===== src/rtl/lbist_ctrl_if.sv =====
// Control/status bundle between the LBIST sequencer and the LFSR, MISR and scan-enable logic.
// The master modport is the sequencer side.
interface lbist_ctrl_if #(
   parameter int unsigned N     = 24,
   parameter int unsigned PAT_W = 16
) ();
   logic             start;
   logic             abort;
   logic [PAT_W-1:0] num_patterns;
   logic [N-1:0]     golden;
   logic [N-1:0]     misr_sig;
   logic             lfsr_seed_n;
   logic             misr_seed_n;
   logic             lfsr_en;
   logic             misr_en;
   logic             scan_en;
   logic             busy;
   logic             done;
   logic             pass;
   logic [PAT_W-1:0] pat_idx;

   modport master (
      input  start, abort, num_patterns, golden, misr_sig,
      output lfsr_seed_n, misr_seed_n, lfsr_en, misr_en, scan_en, busy, done, pass, pat_idx
   );

   modport slave (
      output start, abort, num_patterns, golden, misr_sig,
      input  lfsr_seed_n, misr_seed_n, lfsr_en, misr_en, scan_en, busy, done, pass, pat_idx
   );
endinterface


===== src/rtl/lbist_ctrl.sv =====
// LBIST STUMPS session sequencer: seed reload, P shift/capture patterns, final unload shift,
// then a signature compare. Every output is a flop because the seed lines feed async resets.
module lbist_ctrl #(
   parameter int unsigned N         = 24,
   parameter int unsigned CHAIN_LEN = 32,
   parameter int unsigned PAT_W     = 16
) (
   input  logic         clk,
   input  logic         rst,
   lbist_ctrl_if.master bus
);
   localparam int unsigned CntW = (CHAIN_LEN > 1) ? $clog2(CHAIN_LEN) : 1;
   localparam logic [CntW-1:0] CntLast = CntW'(CHAIN_LEN - 1);

   typedef enum logic [2:0] {StIdle, StInit, StShift, StCapture, StCompare, StDone} state_e;

   state_e           state_q;
   logic [CntW-1:0]  cyc_cnt_q;
   logic [PAT_W-1:0] num_pat_q;
   logic [N-1:0]     golden_q;
   logic [PAT_W-1:0] pat_idx_q;
   logic             lfsr_seed_n_q, misr_seed_n_q;
   logic             lfsr_en_q, misr_en_q, scan_en_q;
   logic             busy_q, done_q, pass_q;

   always_ff @(posedge clk) begin
      if (rst) begin
         state_q       <= StIdle;
         cyc_cnt_q     <= '0;
         num_pat_q     <= '0;
         golden_q      <= '0;
         pat_idx_q     <= '0;
         lfsr_seed_n_q <= 1'b1;
         misr_seed_n_q <= 1'b1;
         lfsr_en_q     <= 1'b0;
         misr_en_q     <= 1'b0;
         scan_en_q     <= 1'b0;
         busy_q        <= 1'b0;
         done_q        <= 1'b0;
         pass_q        <= 1'b0;
      end else if (bus.abort) begin
         // Abort beats a simultaneous start and also clears a finished result.
         state_q       <= StIdle;
         lfsr_seed_n_q <= 1'b1;
         misr_seed_n_q <= 1'b1;
         lfsr_en_q     <= 1'b0;
         misr_en_q     <= 1'b0;
         scan_en_q     <= 1'b0;
         busy_q        <= 1'b0;
         done_q        <= 1'b0;
         pass_q        <= 1'b0;
      end else begin
         case (state_q)
            StIdle, StDone: begin
               if (bus.start) begin
                  num_pat_q     <= bus.num_patterns;
                  golden_q      <= bus.golden;
                  pat_idx_q     <= '0;
                  done_q        <= 1'b0;
                  pass_q        <= 1'b0;
                  busy_q        <= 1'b1;
                  lfsr_seed_n_q <= 1'b0;
                  misr_seed_n_q <= 1'b0;
                  state_q       <= StInit;
               end
            end
            StInit: begin
               lfsr_seed_n_q <= 1'b1;
               misr_seed_n_q <= 1'b1;
               if (num_pat_q == '0) begin
                  state_q <= StCompare;
               end else begin
                  cyc_cnt_q <= '0;
                  lfsr_en_q <= 1'b1;
                  misr_en_q <= 1'b1;
                  scan_en_q <= 1'b1;
                  state_q   <= StShift;
               end
            end
            StShift: begin
               if (cyc_cnt_q == CntLast) begin
                  lfsr_en_q <= 1'b0;
                  misr_en_q <= 1'b0;
                  scan_en_q <= 1'b0;
                  // pat_idx never exceeds num_pat_q, so the full-range count cannot wrap.
                  state_q   <= (pat_idx_q < num_pat_q) ? StCapture : StCompare;
               end else begin
                  cyc_cnt_q <= cyc_cnt_q + CntW'(1);
               end
            end
            StCapture: begin
               pat_idx_q <= pat_idx_q + PAT_W'(1);
               cyc_cnt_q <= '0;
               lfsr_en_q <= 1'b1;
               misr_en_q <= 1'b1;
               scan_en_q <= 1'b1;
               state_q   <= StShift;
            end
            StCompare: begin
               pass_q  <= (bus.misr_sig == golden_q);
               done_q  <= 1'b1;
               busy_q  <= 1'b0;
               state_q <= StDone;
            end
            default: state_q <= StIdle;
         endcase
      end
   end

   assign bus.lfsr_seed_n = lfsr_seed_n_q;
   assign bus.misr_seed_n = misr_seed_n_q;
   assign bus.lfsr_en     = lfsr_en_q;
   assign bus.misr_en     = misr_en_q;
   assign bus.scan_en     = scan_en_q;
   assign bus.busy        = busy_q;
   assign bus.done        = done_q;
   assign bus.pass        = pass_q;
   assign bus.pat_idx     = pat_idx_q;
endmodule


===== src/flat_wrapper.sv =====
// flat-port wrapper written by rule: the top's interface ports become plain ports
module lbist_ctrl_flat 
#(
   parameter int unsigned N         = 24,
   parameter int unsigned CHAIN_LEN = 32,
   parameter int unsigned PAT_W     = 16
)
  (clk, rst, bus_start, bus_abort, bus_num_patterns, bus_golden, bus_misr_sig, bus_lfsr_seed_n, bus_misr_seed_n, bus_lfsr_en, bus_misr_en, bus_scan_en, bus_busy, bus_done, bus_pass, bus_pat_idx);
  lbist_ctrl_if #(.N(N), .PAT_W(PAT_W)) bus_i ();
  input  logic clk;
  input  logic rst;
  input wire logic [$bits(bus_i.start)-1:0] bus_start;
  input wire logic [$bits(bus_i.abort)-1:0] bus_abort;
  input wire logic [$bits(bus_i.num_patterns)-1:0] bus_num_patterns;
  input wire logic [$bits(bus_i.golden)-1:0] bus_golden;
  input wire logic [$bits(bus_i.misr_sig)-1:0] bus_misr_sig;
  output wire logic [$bits(bus_i.lfsr_seed_n)-1:0] bus_lfsr_seed_n;
  output wire logic [$bits(bus_i.misr_seed_n)-1:0] bus_misr_seed_n;
  output wire logic [$bits(bus_i.lfsr_en)-1:0] bus_lfsr_en;
  output wire logic [$bits(bus_i.misr_en)-1:0] bus_misr_en;
  output wire logic [$bits(bus_i.scan_en)-1:0] bus_scan_en;
  output wire logic [$bits(bus_i.busy)-1:0] bus_busy;
  output wire logic [$bits(bus_i.done)-1:0] bus_done;
  output wire logic [$bits(bus_i.pass)-1:0] bus_pass;
  output wire logic [$bits(bus_i.pat_idx)-1:0] bus_pat_idx;
  assign bus_i.start = bus_start;
  assign bus_i.abort = bus_abort;
  assign bus_i.num_patterns = bus_num_patterns;
  assign bus_i.golden = bus_golden;
  assign bus_i.misr_sig = bus_misr_sig;
  assign bus_lfsr_seed_n = bus_i.lfsr_seed_n;
  assign bus_misr_seed_n = bus_i.misr_seed_n;
  assign bus_lfsr_en = bus_i.lfsr_en;
  assign bus_misr_en = bus_i.misr_en;
  assign bus_scan_en = bus_i.scan_en;
  assign bus_busy = bus_i.busy;
  assign bus_done = bus_i.done;
  assign bus_pass = bus_i.pass;
  assign bus_pat_idx = bus_i.pat_idx;
  lbist_ctrl #(.N(N), .CHAIN_LEN(CHAIN_LEN), .PAT_W(PAT_W)) u_core (.clk(clk), .rst(rst), .bus(bus_i));
endmodule

===== config.mk =====
export PLATFORM = sky130hd
export DESIGN_NAME = lbist_ctrl_flat
export DESIGN_NICKNAME = d
export VERILOG_FILES = /design/src/rtl/lbist_ctrl_if.sv /design/src/rtl/lbist_ctrl.sv /design/src/flat_wrapper.sv
export SDC_FILE = /design/constraint.sdc
export NUM_CORES = 1
export LEC_CHECK = 0
export ABC_AREA = 1
export CAP_MARGIN = 20
export CELL_PAD_IN_SITES_DETAIL_PLACEMENT = 2
export CELL_PAD_IN_SITES_GLOBAL_PLACEMENT = 2
export CORE_MARGIN = 1.5
export CORE_UTILIZATION = 30
export CTS_BUF_LIST = sky130_fd_sc_hd__clkbuf_8
export DETAILED_ROUTE_END_ITERATION = 10
export PLACE_DENSITY = 0.92
export SYNTH_ARGS = -nofsm -noshare
export SYNTH_HDL_FRONTEND = slang
export SYNTH_SLANG_ARGS = --single-unit

===== constraint.sdc =====
create_clock -name clk -period 4.4 [get_ports clk]
set_clock_uncertainty 0.2 [all_clocks]
set_input_delay 0.88 -clock clk [delete_from_list [all_inputs] [get_ports clk]]
set_output_delay 0.88 -clock clk [all_outputs]
set_load 0.02 [all_outputs]

# After elaboration in Yosys (flattened, before gate mapping)
# Index checks and enable logic that the tools add are counted.
# Widths: inputs -> output; s select.
[op_classes] addsub=2 order_cmp=1 eq_ne=11 muxes=19 bitwise=1 reduce_logical=15
[op_table] op="$pmux 16 s2" count=1
[op_table] op="$eq 24x24->1" count=1
[op_table] op="$add 16x1->16 const B" count=1
[op_table] op="$logic_not 16->1" count=1
[op_table] op="$lt 16x16->1" count=1
[op_table] op="$mux 16" count=1
[op_table] op="$pmux 3 s5" count=1
[op_table] op="$pmux 5 s3" count=1
[op_table] op="$mux 3" count=4
[op_table] op="$mux 5" count=2
[op_table] op="$reduce_and 3->1" count=3
[op_table] op="$pmux 1 s2" count=4
[op_table] op="$eq 3x2->1 const B" count=2
[op_table] op="$eq 3x3->1 const B" count=2
[op_table] op="$ne 2x2->1 const B" count=3
[op_table] op="$reduce_and 2->1" count=3
[op_table] op="$reduce_bool 2->1" count=3
[op_table] op="$add 5x1->5 const B" count=1
[op_table] op="$eq 5x5->1 const B" count=1
[op_table] op="$mux 1" count=4
[op_table] op="$reduce_and 4->1" count=1
[op_table] op="$reduce_or 2->1" count=2
[op_table] op="$eq 3x1->1 const B" count=1
[op_table] op="$logic_not 3->1" count=1
[op_table] op="4 further kinds" count=4
[totals] reg_bits=69 input_bits=68 output_inout_bits=24 wordCells=59

# Logic depth before layout (Yosys ltp)
# Gate-level depths: netlist (run 1).
[logic_depth] depth_word=4 mapped_depth=14 depth_no_buf=14

# Worst setup path before layout (run 1)
# OpenSTA, ideal clock, no wires.
[synth_timing] path_type="in2reg" start="in bus_start" end="reg u_core.pat_idx_q[10], in the netlist u_core.bus.pat_idx[10]" setup_ps=115 arrival_ps=1493 required_time_ps=4085 slack_ps=2593 stages=8 n_path_buf=0 path_cell_list="nand2_4 -> nand2_4 -> nand2_4 -> nor2_4 -> nand2_2 -> clkinv_1 -> a21oi_1 -> nor2_1"
[synth_via] elab_chain_len=2
[synth_lines] element="from (decl)" line_no="flat_wrapper.sv:12" rtl="input wire logic [$bits(bus_i.start)-1:0] bus_start;"
[synth_lines] element="$ne 2x2->1 (no source line)"
[synth_lines] element="$reduce_and 3->1 (no source line)"
[synth_lines] element="to (signal assigned)" line_no="lbist_ctrl.sv:92" rtl="pat_idx_q <= pat_idx_q + PAT_W'(1);"
[synth_lines] element="to (decl)" line_no="lbist_ctrl.sv:21" rtl="logic [PAT_W-1:0] pat_idx_q;"
# Every way passes these cells.
# A chain may end at the register's enable or synchronous reset.

# Worst setup path after layout (run 1)
[layout_timing] start="reg u_core.pat_idx_q[9], in the netlist u_core.bus.pat_idx[9]" end="out bus_pat_idx[9]"
[layout_rtl] element="to (decl)" line_no="flat_wrapper.sv:25" rtl="output wire logic [$bits(bus_i.pat_idx)-1:0] bus_pat_idx;"
# No word-level cell between the ends.

==> impl_metrics.env, run 1 <==
export IMPL_postCtsSetupRepairBufs=0
export IMPL_worst_pin_slew_ns=0.628
export IMPL_synth_most_common_cell="dfxtp_1"
export IMPL_grt_max_degree=65
export IMPL_postSynthAreaPerCell_um2=7.42
export IMPL_dr_pass1_iters=4
export IMPL_ioPinCount=92
export IMPL_floorplan_rows=40
export IMPL_final_nets=667
export IMPL_numPortBuffers=91
export IMPL_leakage_nw=1.92
export IMPL_cp_buffers_inverters=1
export IMPL_min_path_type="flop to flop"
export IMPL_wl_mm=13.0
export IMPL_cp_data_arrival_time_ns=1.58
export IMPL_path_delay_family="buffers and inverters"
export IMPL_synth_common_cells="dfxtp_1, nor2_1, nand2_1, a21oi_1, inv_1"
export IMPL_dp_hpwl_mm=10.2
export IMPL_drtIter0Drc=101
export IMPL_switching_share_pct=29.1
export IMPL_setup_violations=0
export IMPL_worstPathRequired_ns=3.32
export IMPL_grt_pass1_vias=4157
export IMPL_drc=0
export IMPL_fp_coreArea_mm2=0.0120
export IMPL_reg2reg_depth=9
export IMPL_globalplace_congestion=0.806
export IMPL_p_total_mw=1.40
export IMPL_cp_slowest_stage_delay_ns=0.67
export IMPL_hold_viol_final=0
export IMPL_viasPerCell=5.10
export IMPL_synth_nets=580
export IMPL_start_util_pct=30.6
export IMPL_grt_overflow=0
export IMPL_p_seq_share_pct=48.1
export IMPL_start_kind="flop"
export IMPL_cts_buffers=9
export IMPL_async_flop_share_pct=0
export IMPL_drv_slew=0
export IMPL_grt_use_total_pct=20.7
export IMPL_worst_ir_drop_vdd_mv=0.149
export IMPL_die_w_um=114
export IMPL_fin_crit_ns=2.66
export IMPL_switching_power_mw=0.408
export IMPL_min_to="u_core.golden_q[7]$_SDFFE_PP0P_"
export IMPL_die_area_mm2=0.0129
export IMPL_seq_area_frac_synth_pct=37.7
export IMPL_setup_ws_ns=1.74
export IMPL_cp_max_fo=7
export IMPL_synth_distinct_cells=36
export IMPL_rr_endpoint="u_core.num_pat_q[3]$_SDFFE_PP0P_"
export IMPL_crit_type="flop to primary output"
export IMPL_synth_seq_cells=69
export IMPL_rsz0062_at_grt="no"
export IMPL_r2r_slack_ns=2.09
export IMPL_finish_utilization_pct=40.2
export IMPL_synthTopCellsByArea="dfxtp_1, a21oi_1, nor2_1"
export IMPL_chipHeight_um=114
export IMPL_routedWlPerCell_um=17.8
export IMPL_fin_tns_setup_ns=0
export IMPL_htree_levels=3
export IMPL_hp_start="u_core.golden_q[7]$_SDFFE_PP0P_"
export IMPL_postSynthCellCount=494
export IMPL_cts_tree="yes"
export IMPL_dp_slack_ns=1.57
export IMPL_maxCapViolCount=0
export IMPL_num_vias=3729
export IMPL_synth_edf_count=0
export IMPL_yosysTopAreaCell="dfxtp_1"
export IMPL_power_frac_comb_pct=18.2
export IMPL_area_growth_synth_to_final_pct=31.3
export IMPL_internal_power_mw=0.996
export IMPL_synth_top_cell_area_share_pct=37.7
export IMPL_rr_startpoint="u_core.state_q[2]$_SDFFE_PP0P_"
export IMPL_cts_resized=0
export IMPL_ctsHoldBuffers=0
export IMPL_min_path_cells=2
export IMPL_yosys_warnings=0
export IMPL_period_share_pct=60.5
export IMPL_synth_flop_cell="dfxtp_1"
export IMPL_cts_clk_slew_worst_paths_ns=0.08
export IMPL_fmax_mhz=376
export IMPL_cts_root_buf="clkbuf_8"
export IMPL_clock_latency_ns=0.37
export IMPL_status="finished, final reports clean"
export IMPL_ctsLongestPathBuffers=2
export IMPL_antennaDiodeCount=0
export IMPL_crit_start="u_core.bus.pat_idx[9]$_SDFFE_PP0P_"
export IMPL_syn_area_mm2=0.00366
export IMPL_slew_headroom_pct=58.0
export IMPL_drive_above_1_share_pct=6.51
export IMPL_end_kind="primary output"
export IMPL_grt_antenna_before_repair=0
export IMPL_fill_cells=1380
export IMPL_grt_pass1_wl_mm=20.6
export IMPL_antenna_left=0
export IMPL_path_cells="clkdlybuf4s50_1"
export IMPL_powerDensity_mw_per_mm2=292
export IMPL_cts_sinks=69
export IMPL_power_frac_clock_pct=33.7
export IMPL_cp_slowest_cell="clkdlybuf4s50_1"
==> metrics by stage <==
step / area [um2] / instances / hold slack, ns
after detailed placement: 4650 / 717 / 0.271
after floorplan: 3660 / 494 / 0.236
final: 4810 / 731 / 0.279
after global routing: 4810 / 731 / 0.303
after CTS: 4810 / 731 / 0.281
after global placement: 4650 / 717 / 0.248
==> registers in the layout, indices dropped and copies added (netlist names) <==
signal	cells
u_core.cyc_cnt_q	5
u_core.golden_q	24
u_core.bus.misr_seed_n	1
u_core.bus.done	1
u_core.state_q	3
u_core.bus.busy	1
u_core.bus.scan_en	1
u_core.num_pat_q	16
u_core.bus.pat_idx	16
u_core.bus.pass	1
==> final cells by class <==
class / instances / area, um2 / area share [%]
Clock inverter: 3 / 13.8 / 0.286
Timing Repair Buffer: 92 / 918 / 19.1
Sequential cell: 69 / 1380 / 28.7
Clock buffer: 11 / 151 / 3.15
Tap cell: 147 / 184 / 3.82
Inverter: 62 / 240 / 4.99
Multi-Input combinational cell: 347 / 1920 / 40.0
==> layout by cell type, fill, tap and decap left out, types with 2 or more instances in the layout <==
cell type         n
clkinv_1          2
nand3_1          18
inv_1            58
clkinv_2          2
nand2_4           3
xor2_1           11
a21oi_1          57
o21ai_0          27
or2_2             5
ha_1             18
nand4_1          14
clkdlybuf4s50_1  91
nor2_1           63
xnor2_1          13
nand2_2           4
clkbuf_8         11
a21oi_2           2
nand2_1          62
nand3b_1          2
nor4_1            3
dfxtp_1          69
nor3_1           13
o21ai_1          23
==> metal layers <==
metal	track usage [%]	share of wire, %	vias to the layer above
li1	-	-	1795
met2	39.2	54	73
met1	22.7	41	1844
met3	4.84	4.1	17
met5	0	0	-
met4	6.17	1.3	0
==> worst max path at each step <==
stage	end	slack [ns]	cells past startpoint
finish	bus_pat_idx[9]	1.74	1
global route	bus_pat_idx[6]	1.67	1
CTS	bus_pat_idx[9]	1.74	1
floorplan	u_core.bus.pat_idx[10]$_SDFFE_PP0P_	2.59	8
detailed placement	u_core.bus.pat_idx[2]$_SDFFE_PP0P_	1.57	4
global placement	u_core.bus.pat_idx[5]$_SDFFE_PP0P_	1.59	4
==> kinds of logic after synthesis <==
kind of cell / share of synthesized area, %
fa+ha+maj: 6.15
buf+inv: 9.80
compound gates: 15.6
xor+xnor: 5.74
flops: 37.7
simple gates: 25.0
==> power groups by stage <==
stage,logic (mW),registers (mW),clock network [mW]
after floorplan,0.141,0.685,0
after CTS,0.259,0.675,0.484
final,0.256,0.675,0.473
after detailed placement,0.256,0.689,0
after global placement,0.232,0.686,0
after global routing,0.280,0.677,0.513
Note: power is estimated with default switching activity, not from simulation.
==> inputs of run 2 (changes only) <==
--- a/config.mk
+++ b/config.mk
@@ -10,10 +10,10 @@
 export CELL_PAD_IN_SITES_DETAIL_PLACEMENT = 2
 export CELL_PAD_IN_SITES_GLOBAL_PLACEMENT = 2
 export CORE_MARGIN = 1.5
-export CORE_UTILIZATION = 30
+export CORE_UTILIZATION = 28
 export CTS_BUF_LIST = sky130_fd_sc_hd__clkbuf_8
 export DETAILED_ROUTE_END_ITERATION = 10
-export PLACE_DENSITY = 0.92
+export PLACE_DENSITY = 0.87
 export SYNTH_ARGS = -nofsm -noshare
 export SYNTH_HDL_FRONTEND = slang
 export SYNTH_SLANG_ARGS = --single-unit
==> constraint.sdc (replaced) <==
create_clock -name clk -period 2.58 [get_ports clk]
set_clock_uncertainty 0.2 [all_clocks]
set_input_delay 0.516 -clock clk [delete_from_list [all_inputs] [get_ports clk]]
set_output_delay 0.516 -clock clk [all_outputs]
set_load 0.02 [all_outputs]
==> run 2 against run 1 <==
Effect of this change: sequential share of layout area down 0.57 points; critical endpoint unchanged; total power up 77%; global-route usage down 2.6 points; largest power group unchanged; critical path type unchanged.
==> impl_metrics.env, run 2 (synthesized netlist as in run 1, its figures left out) <==
export IMPL_antenna_left=0
export IMPL_cts_clk_slew_worst_paths_ns=0.08
export IMPL_cts_root_buf="clkbuf_8"
export IMPL_path_delay_family="buffers and inverters"
export IMPL_slew_headroom_pct=58.6
export IMPL_viasPerCell=4.85
export IMPL_floorplan_rows=41
export IMPL_crit_type="flop to primary output"
export IMPL_fp_coreArea_mm2=0.0127
export IMPL_min_path_type="flop to flop"
export IMPL_fmax_mhz=440
export IMPL_path_cells="clkdlybuf4s50_1"
export IMPL_cts_resized=0
export IMPL_cts_sinks=69
export IMPL_die_area_mm2=0.0138
export IMPL_setup_violations=0
export IMPL_chipHeight_um=117
export IMPL_numPortBuffers=91
export IMPL_wl_mm=12.1
export IMPL_die_w_um=117
export IMPL_period_share_pct=88.0
export IMPL_postCtsSetupRepairBufs=0
export IMPL_grt_use_total_pct=18.1
export IMPL_num_vias=3696
export IMPL_drtIter0Drc=95
export IMPL_grt_pass1_vias=4160
export IMPL_cp_max_fo=7
export IMPL_antennaDiodeCount=0
export IMPL_grt_antenna_before_repair=0
export IMPL_ctsHoldBuffers=0
export IMPL_cp_slowest_stage_delay_ns=0.67
export IMPL_dp_hpwl_mm=9.51
export IMPL_clock_latency_ns=0.37
export IMPL_crit_start="u_core.bus.pat_idx[9]$_SDFFE_PP0P_"
export IMPL_drive_above_1_share_pct=7.46
export IMPL_cts_buffers=9
export IMPL_worst_pin_slew_ns=0.621
export IMPL_final_nets=671
export IMPL_end_kind="primary output"
export IMPL_dr_pass1_iters=4
export IMPL_grt_max_degree=65
export IMPL_rr_startpoint="u_core.state_q[2]$_SDFFE_PP0P_"
export IMPL_ctsLongestPathBuffers=2
export IMPL_drc=0
export IMPL_final_cell_mix="clkdlybuf4s50_1, dfxtp_1, nor2_1, nand2_1, inv_1"
export IMPL_ioPinCount=92
export IMPL_hold_viol_final=0
export IMPL_grt_overflow=0
export IMPL_cp_data_arrival_time_ns=1.55
export IMPL_worstPathRequired_ns=1.86
export IMPL_regMostFlops="u_core.golden_q"
export IMPL_status="finished, final reports clean"
export IMPL_grt_pass1_wl_mm=20.0
export IMPL_cp_slowest_cell="clkdlybuf4s50_1"
export IMPL_worst_ir_drop_vdd_mv=0.235
export IMPL_fill_cells=1495
export IMPL_cp_buffers_inverters=1
export IMPL_start_kind="flop"
export IMPL_area_growth_synth_to_final_pct=34.0
export IMPL_seq_area_mm2=0.00138
export IMPL_hold_slack_ns=0.276
export IMPL_largest_register_ffs=24
export IMPL_switching_power_mw=0.704
export IMPL_drv_slew=0
export IMPL_start_util_pct=28.9
export IMPL_maxCapViolCount=0
export IMPL_hp_start="u_core.golden_q[10]$_SDFFE_PP0P_"
export IMPL_multi_input_area_mm2=0.00192
export IMPL_rsz0062_at_grt="no"
export IMPL_routedWlPerCell_um=15.9
export IMPL_power_frac_clock_pct=36.8
export IMPL_leakage_nw=1.96
export IMPL_globalplace_congestion=0.811
export IMPL_powerDensity_mw_per_mm2=507
export IMPL_fin_tns_setup_ns=0
export IMPL_p_seq_share_pct=46.1
export IMPL_switching_share_pct=28.2
export IMPL_internal_power_mw=1.79
export IMPL_power_frac_comb_pct=17.1
export IMPL_cts_tree="yes"
export IMPL_layout_commonest_cell="clkdlybuf4s50_1"
export IMPL_fin_crit_ns=2.27
export IMPL_htree_levels=3
==> run 2: cell count changes in the layout (fill, tap and decap cells not counted) <==
| cell | before | now |
|---|---|---|
| clkinv_2 | 2 | 1 |
| buf_4 | 1 | 5 |
| bufinv_16 | 0 | 1 |
| clkbuf_8 | 11 | 10 |
| clkinv_4 | 1 | 3 |
| clkinvlp_4 | 0 | 1 |
==> run 2: layout make-up <==
cell class	instances	area share [%]
Clock buffer	10	2.80
Clock inverter	6	1.30
Inverter	62	4.89
Multi-Input combinational cell	347	39.2
Sequential cell	69	28.1
Tap cell	172	4.38
Timing Repair Buffer	96	19.3
==> run 2: power groups by stage <==
| stage | clock (mW) | sequential (mW) | combinational, mW |
|---|---|---|---|
| global placement | 0 | 1.17 | 0.403 |
| detailed placement | 0 | 1.17 | 0.429 |
| CTS | 0.950 | 1.15 | 0.435 |
| global route | 0.995 | 1.15 | 0.476 |
| floorplan | 0 | 1.17 | 0.240 |
| finish | 0.917 | 1.15 | 0.426 |
==> run 2: worst paths after layout <==
kind                                      end  slack (ns)  cells past startpoint
max                            bus_pat_idx[9]        0.31                      1
min          u_core.golden_q[10]$_SDFFE_PP0P_        0.28                      2
max reg2reg  u_core.num_pat_q[3]$_SDFFE_PP0P_        0.51                      9
min reg2reg  u_core.golden_q[10]$_SDFFE_PP0P_        0.28                      2
==> run 2: worst register-to-register path, stage by stage (launching register included) <==
cell and delay, ns:
dfxtp_1 0.38, inv_1 0.08, nand2_2 0.12, nand2_2 0.08, a21oi_2 0.22, nand2_4 0.15, nor2_8 0.15, inv_4 0.22
o21ai_0 0.27, a21oi_1 0.06
==> run 2: metal layers <==
metal	part of all wire, %	track usage (%)
met1	43	19.9
met4	2.0	7.18
met5	0	0
met2	50	32.7
met3	5.2	5.16
==> run 2: per-stage QoR <==
stage / instance area (um2) / instances / util (%) / worst slack (ns) / power [mW]
2_1_floorplan: 3660 / 494 / - / 0.800 / 1.41
3_3_place_gp: 4710 / 746 / 37.2 / 0.295 / 1.57
3_5_place_dp: 4710 / 746 / 37.2 / 0.222 / 1.60
4_1_cts: 4910 / 762 / 38.8 / 0.272 / 2.53
5_1_grt: 4910 / 762 / 38.8 / 0.249 / 2.62
6_report: 4910 / 762 / 38.8 / 0.310 / 2.49
==> inputs of run 3 (changes only) <==
--- a/config.mk
+++ b/config.mk
@@ -12,7 +12,9 @@
 export CORE_MARGIN = 1.5
 export CORE_UTILIZATION = 28
 export CTS_BUF_LIST = sky130_fd_sc_hd__clkbuf_8
+export CTS_CLUSTER_DIAMETER = 40
 export DETAILED_ROUTE_END_ITERATION = 10
+export GPL_ROUTABILITY_DRIVEN = 0
 export PLACE_DENSITY = 0.87
 export SYNTH_ARGS = -nofsm -noshare
 export SYNTH_HDL_FRONTEND = slang
==> results of run 3 <==
No change in the layout: final DEF, timing and power equal those of run 2.
